===== config.mk =====
export PLATFORM = sky130hd
export DESIGN_NAME = strobe_edge_capture
export DESIGN_NICKNAME = d
export VERILOG_FILES = /design/src/rtl/strobe_edge_capture.sv
export SDC_FILE = /design/constraint.sdc
export NUM_CORES = 1
export LEC_CHECK = 0
export BUFFER_PORTS_ARGS = -buffer_cell sky130_fd_sc_hd__buf_2
export CAP_MARGIN = 20
export CORE_UTILIZATION = 35
export DETAILED_ROUTE_END_ITERATION = 6
export PLACE_DENSITY = 0.57
export SYNTH_ARGS = -nofsm -noshare
export SYNTH_HDL_FRONTEND = slang
export SYNTH_SLANG_ARGS = --single-unit

===== constraint.sdc =====
create_clock -name clk -period 2.2 [get_ports clk]
set_input_delay 0.11 -clock clk [delete_from_list [all_inputs] [get_ports clk]]
set_output_delay 0.11 -clock clk [all_outputs]
set_load 0.02 [all_outputs]

===== src/rtl/strobe_edge_capture.sv =====
// strobe_edge_capture
//   Captures in_a into a small FIFO on each rising edge of the strobe in_b.
//   Everything runs on clk. The strobe is not used as a clock. A registered
//   copy of in_b (b_q) finds 0->1 transitions, and each one acts as a
//   one-cycle write enable. Consumers drain the FIFO with a valid/ready
//   handshake.
//
// Ports
//   clk        sole clock, all flops on posedge
//   rst        asynchronous, active-low reset
//   in_a       data sampled on a detected strobe edge
//   in_b       strobe, synchronous to clk
//   out_data   FIFO head (zero while empty)
//   out_valid  FIFO non-empty
//   out_ready  consumer accepts head when out_valid & out_ready
//   ovf_clr    clears the sticky overflow flag
//   overflow   sticky: an edge was dropped because the FIFO was full
//   cap_count  number of accepted captures, wraps

module strobe_edge_capture #(
    parameter int DATA_W = 8,
    parameter int DEPTH  = 4,
    parameter int CNT_W  = 16
) (
    input  logic              clk,
    input  logic              rst,
    input  logic [DATA_W-1:0] in_a,
    input  logic              in_b,
    output logic [DATA_W-1:0] out_data,
    output logic              out_valid,
    input  logic              out_ready,
    input  logic              ovf_clr,
    output logic              overflow,
    output logic [CNT_W-1:0]  cap_count
);

    localparam int AW = $clog2(DEPTH);

    logic              b_q;
    logic              strobe_edge;
    logic [AW:0]       wr_ptr;
    logic [AW:0]       rd_ptr;
    logic [DATA_W-1:0] mem [DEPTH];
    logic              empty;
    logic              full;
    logic              pop;
    logic              push_ok;
    logic              drop;

    // b_q resets high, so a strobe that is already high at reset release
    // does not count as an edge.
    always_ff @(posedge clk or negedge rst) begin
        if (!rst) begin
            b_q <= 1'b1;
        end else begin
            b_q <= in_b;
        end
    end

    assign strobe_edge = in_b & ~b_q;

    // Pointers carry one extra wrap bit so that full and empty differ.
    assign empty = (wr_ptr == rd_ptr);
    assign full  = (wr_ptr[AW] != rd_ptr[AW]) &&
                   (wr_ptr[AW-1:0] == rd_ptr[AW-1:0]);

    assign out_valid = ~empty;
    assign pop       = out_valid & out_ready;
    // A pop from a full FIFO frees the slot that this cycle's push uses.
    assign push_ok   = strobe_edge & (~full | pop);
    assign drop      = strobe_edge & full & ~pop;

    always_ff @(posedge clk or negedge rst) begin
        if (!rst) begin
            wr_ptr <= '0;
            rd_ptr <= '0;
        end else begin
            if (push_ok) begin
                wr_ptr <= wr_ptr + 1'b1;
            end
            if (pop) begin
                rd_ptr <= rd_ptr + 1'b1;
            end
        end
    end

    // The storage needs no reset. The output is gated while the FIFO is
    // empty, so stale entries are never visible.
    always_ff @(posedge clk) begin
        if (push_ok) begin
            mem[wr_ptr[AW-1:0]] <= in_a;
        end
    end

    assign out_data = empty ? '0 : mem[rd_ptr[AW-1:0]];

    // If a drop and a clear happen in the same cycle, the set wins so that
    // the drop is not lost.
    always_ff @(posedge clk or negedge rst) begin
        if (!rst) begin
            overflow <= 1'b0;
        end else if (drop) begin
            overflow <= 1'b1;
        end else if (ovf_clr) begin
            overflow <= 1'b0;
        end
    end

    always_ff @(posedge clk or negedge rst) begin
        if (!rst) begin
            cap_count <= '0;
        end else if (push_ok) begin
            cap_count <= cap_count + 1'b1;
        end
    end

endmodule


# Yosys cells after proc, flatten, opt, wreduce, memory -nomap -nowiden
# Memories as Yosys holds them, arrays and structs flattened.
# Cells that the tools add are included.
[classes]
add_sub_neg = 3
multipliers = 0
div_mod_pow = 0
n_lt_le_gt_ge = 0
eq_ne = 3
shift = 0
mux = 5
bitwise = 10
n_reduce_logical = 2
[ops]
columns = ["operator", "n"]
rows = [
  ["16-bit by 1-bit adder with 16-bit output (second input constant)", 1],
  ["8-bit 2-to-1 mux", 1],
  ["3-bit by 1-bit adder with 3-bit output (second input constant)", 2],
  ["1-bit bitwise AND", 5],
  ["1-bit 2-to-1 mux", 4],
  ["1-bit inverter", 4],
  ["3-bit == test", 1],
  ["2-bit == test", 1],
  ["2-bit nonzero test", 1],
  ["1-bit logical AND", 1],
  ["1-bit inequality test", 1],
  ["1-bit OR", 1],
]
[word_totals]
register_bits = 24
latch_bits = 0
ram_bits = 32
rom_bits = 0
input_bits = 13
out_inout_bits = 26
elab_cells = 29
mem_count = 1
[mem_list]
columns = ["memory", "words", "word_bits", "read_ports", "rd_ports_with_merged_regs", "write_ports", "line", "source"]
rows = [
  ["mem", 4, 8, 1, 0, 1, "43", "logic [DATA_W-1:0] mem [DEPTH];"],
]

# Longest topological paths before layout
[depth]
word_depth = 7
ltp_mapped = 6
depth_no_buf = 4

# Worst setup path before layout
# Ideal clock, no wire load.
[synth_timing]
kind = "register to register"
startpoint = "register rd_ptr[1]"
endpoint = "memory mem[3][0] (enable)"
setup_ns = 0.375
arrival_time_ns = 1.551
required_ns = 1.825
path_slack_ns = 0.274
stages_incl_launch_ff = 6
path_buffers = 2
synth_period_minus_slack_ns = 1.926
path_cell_list = "dfrtp_1 > buf_4 > xnor2_1 > a41o_4 > buf_2 > nor2_1"
[synth_via]
elab_chain_len = 7
elab_cells_between_ends = 10
cone_classes = "eq/ne: 2; mux: 2; bitwise: 5; reduce/logical: 1"
[synth_rtl]
columns = ["element", "line", "source"]
rows = [
  ["start: declaration", "42", "logic [AW:0] rd_ptr;"],
  ["start signal: assignment", "82", "rd_ptr <= rd_ptr + 1'b1;"],
  ["3-bit == test or 2-bit == test (tied branches)", "63, 65", ""],
  ["1-bit inverter or 1-bit logical AND (tied branches)", "67, 64", ""],
  ["1-bit bitwise AND or 1-bit inverter (tied branches)", "68, 70", ""],
  ["1-bit OR (*)", "70", "assign push_ok = strobe_edge & (~full | pop);"],
  ["1-bit bitwise AND (*)", "70", ""],
  ["1-bit 2-to-1 mux (*)", "90", "if (push_ok) begin"],
  ["1-bit 2-to-1 mux (implied by the code) (*)", "91", "mem[wr_ptr[AW-1:0]] <= in_a;"],
  ["end: declaration", "43", ""],
]
# Every way passes the cells marked *; elsewhere a longest branch is shown, timed or not.

# Worst setup path after layout
[layout_timing]
startpoint = "register rd_ptr[0]"
endpoint = "output port out_data[0]"
[layout_via]
elab_chain_len = 2
elab_cells_between_ends = 3
cone_classes = "eq/ne: 1; mux: 1; memory: 1"
[layout_rtl]
columns = ["element", "line", "source"]
rows = [
  ["memory 4 x 8 bit or 3-bit == test (tied branches)", "n/a", ""],
  ["8-bit 2-to-1 mux (*)", "95", "assign out_data = empty ? '0 : mem[rd_ptr[AW-1:0]];"],
  ["end: declaration", "29", "output logic [DATA_W-1:0] out_data,"],
]
# Marks and branches as above.

==> summary.txt <==
Die
  • Core outline area: 6794 um^2
  • Width of the die: about 86 um
  • Initial core utilization: a little over a third
  • Die footprint: approximately 7400 um^2
  • IO Count: 39
  • Chip Height: approximately 86 um
  • Rows: 30

Yosys
  • Post-synth top area share: 38.96%
  • Synth Net Count: approximately 180
  • Top cell type by total area after synthesis: edfxtp_1
  • Synth top area cells: edfxtp_1 39%, dfrtp_1 23%, mux4_1 8.5%, xor2_1 4.6%, xnor2_1 3.2%
  • Synth Instances: 159
  • Sequential area share after synthesis: ~63%
  • Yosys Warn Count: 0
  • Synth cell types: 28
  • Syn avg cell area: about 16 um^2
  • Synthesized flop and latch total: 56
  • Synthesized cell area: between 2000 and 2500 um^2

Setup path
  • CP Cell Sequence: buf_4, mux4_1, and2_1, buf_2
  • Kind of critical path: reg -> out
  • CP Capture Type: output pin
  • Crit-path slowest cell: mux4_1
  • Launching element type of the critical path: register
  • CP bufs+invs: 2
  • Worst-path fanout max: 10
  • Worst R2R Start: wr_ptr[0]$_DFFE_PN0P_
  • Start point of the critical path: rd_ptr[0]$_DFFE_PN0P_
  • Crit path required time: 2090 ps
  • Critical path arrival: 1850 ps
  • Critical path's largest stage delay: around 600 ps
  • Largest delay contributor family on the critical path: multiplexers

Pwr
  • Static Leakage: 1.171 nW
  • P_sw: approximately 1.4 mW
  • Switching share of power: 38.46%
  • Seq pwr share: 42.7%
  • Int Power: ~2.2 mW
  • Power per cell area: ~1200 nW/um^2
  • Logic pwr share: 40.9%
  • Clock share of power: 16.4%
  • Peak VDD IR: between 0.4 and 0.5 mV

Place
  • Area after DPL: 2768 um^2
  • Post-place setup slack: between 200 and 300 ps
  • GPL Wtd Cong: between 0.7 and 0.8
  • Dpl cells: around 290
  • Hpwl dp: about 3.1 mm
  • Port buffer count: 38

GRT
  • All-layer global routing usage: between 10% and 20%
  • GRT overflow: 0
  • Number of global-route vias before repair: about 1,300
  • Initial antenna violation count: 0
  • Maximum number of pins on one net before global-route repair: 25
  • First-pass GRT wire length: between 6 and 7 mm

Final layout
  • Finished Cell Area: just under 3000 um^2
  • Final std cells w/o fill: between 300 and 400
  • ANT cells: 0
  • Area Growth Syn to Fin: 16.89%
  • Layout cell share with drive strength beyond 1: approximately 28%
  • Final Core Density: ~42%
  • Fin nets: approximately 220

Run
  • Max-cap violations: 0

Timing
  • TNS Setup: 0 ps
  • Min cycle time layout: roughly 2000 ps
  • Slew Viols, Final: 0
  • Pin slew with the least headroom to its limit: between 800 and 900 ps
  • Worst Skew: a little under 9 ps
  • Final Hold Vio Count: 0
  • Period utilization: between 80% and 90%
  • Unrepaired setup endpoints after global routing: false
  • # setup viols final: 0
  • Slew headroom: approximately 45%
  • Fmax: approximately 500 MHz
  • Final worst slack: between 200 and 250 ps

CTS
  • Htree depth: 2
  • Total CTS buffers: 5
  • # Post-CTS Setup Buffers: 0
  • Worst-path clk slew: 100 ps
  • Clock root buffer: clkbuf_8
  • Worst-skew pair later-pin latency: 310 ps
  • Clock buffer depth: 2
  • TritonCTS clock tree: built
  • Clk sinks: 56

Min path
  • Hold_sp: in_a[4]
  • Hold/Removal Path Class: in -> reg

Drt
  • Average wire per standard cell: 14.22 um
  • DRT iter0 DRCs: 57
  • Drc violations: 0
  • Post-DRT Antenna Nets: 0
  • Pre-Repair DR Iteration Count: 4
  • Via count: 1,384
  • Vias/cell: about 4.6
  • Final wirelength: roughly 4.3 mm

Run status
  • Status: completed
==> flip-flops by register name (all words and copies together), names as in the netlist <==
name / count
overflow: 1
wr_ptr: 3
b_q: 1
cap_count: 16
rd_ptr: 3
mem: 32
==> through the flow <==
step | hold slack (ps) | power (mW)
after floorplan | -185.6 | 2.578
after global placement | 137.9 | 3.018
after detailed placement | 137.7 | 3.034
after CTS | 9.486 | 3.624
after global routing | 2.778 | 3.814
final | 17.16 | 3.572
==> placed cells by master, fill, tap and decap left out, types with 2 or more instances in the layout <==
master / count
inv_1: 11
buf_2: 38
xnor2_1: 9
and2_1: 8
dlygate4sd3_1: 2
ha_1: 6
nor4_4: 2
nand2b_1: 2
nor3_1: 7
dfrtp_1: 23
buf_4: 4
xor2_1: 13
nor2_1: 7
nand3_1: 6
and3_1: 2
nand4_1: 2
nand2_1: 6
mux2_2: 3
inv_6: 2
clkbuf_8: 5
edfxtp_1: 32
mux4_1: 8
==> worst paths after layout <==
path / endpoint / slack (ps) / cells past startpoint
max in group asynchronous: b_q$_DFF_PN1_ / 1520 / 2
min in group asynchronous: cap_count[10]$_DFFE_PN0P_ / 300 / 2
max: out_data[0] / 240 / 4
min reg2reg: cap_count[15]$_DFFE_PN0P_ / 470 / 1
min: mem[3][4]$_DFFE_PP_ / 20 / 1
max reg2reg: mem[2][1]$_DFFE_PP_ / 250 / 3
==> layout make-up <==
class	count	area, um^2
clock buffers	5	68.82
clock inverters	3	26.28
fillers	635	3911
inverters	11	41.29
multi-input cells	87	823.3
flip-flops and latches	56	1563
well taps	96	120.1
repair buffers	44	240.2
==> what timing repair did <==
action                                  4_1_cts  5_1_grt
hold endpoints to repair                     24        0
gates resized for setup                       0        0
hold buffers                                  2        0
endpoints found under the setup margin        0        0
==> power by group through the flow <==
stage | combinational [mW] | clock [mW] | sequential (mW)
floorplan | 0.969 | 0 | 1.61
global placement | 1.48 | 0 | 1.54
detailed placement | 1.49 | 0 | 1.55
CTS | 1.50 | 0.604 | 1.52
global route | 1.61 | 0.643 | 1.56
finish | 1.46 | 0.585 | 1.52
==> cells in the mapped netlist <==
cell      instances
buf_4             1
nor2_1            7
a41o_4            1
xor2_1           13
buf_2             1
nand2b_1          2
and2_1            8
and3_1            2
mux2_2            3
nand2_1           6
nor2b_1           1
dfstp_2           1
mux4_1            8
o41ai_1           1
buf_6             2
xnor2_2           1
and4_1            1
dfrtp_1          23
clkbuf_1          1
ha_1              6
edfxtp_1         32
nor3_1            7
nand3_1           6
xnor2_1           9
nor4_1            1
nand4_1           2
nor4_4            2
inv_1            11
==> cells by family (layout without fill, tap and decap cells) <==
group | count (synthesis) | count (layout) | synth area share (%)
xor gates and xnor gates | 23 | 23 | 8.473
buffers and inverters | 16 | 63 | 3.247
adders and majority gates | 6 | 6 | 3.044
muxes | 11 | 11 | 9.893
and+or+nand+nor | 45 | 45 | 10.76
AOI/OAI and AO/OA | 2 | 2 | 1.218
DFF | 56 | 56 | 63.37
==> layer usage <==
metal,track usage [%],part of all wire [%],up-vias
met5,0,0,-
met4,3.636,1.1,0
met3,2.695,2.8,5
met2,18.25,45,22
met1,18.92,51,696
li1,-,-,661
No activity file was read; power rests on OpenSTA's default activity.
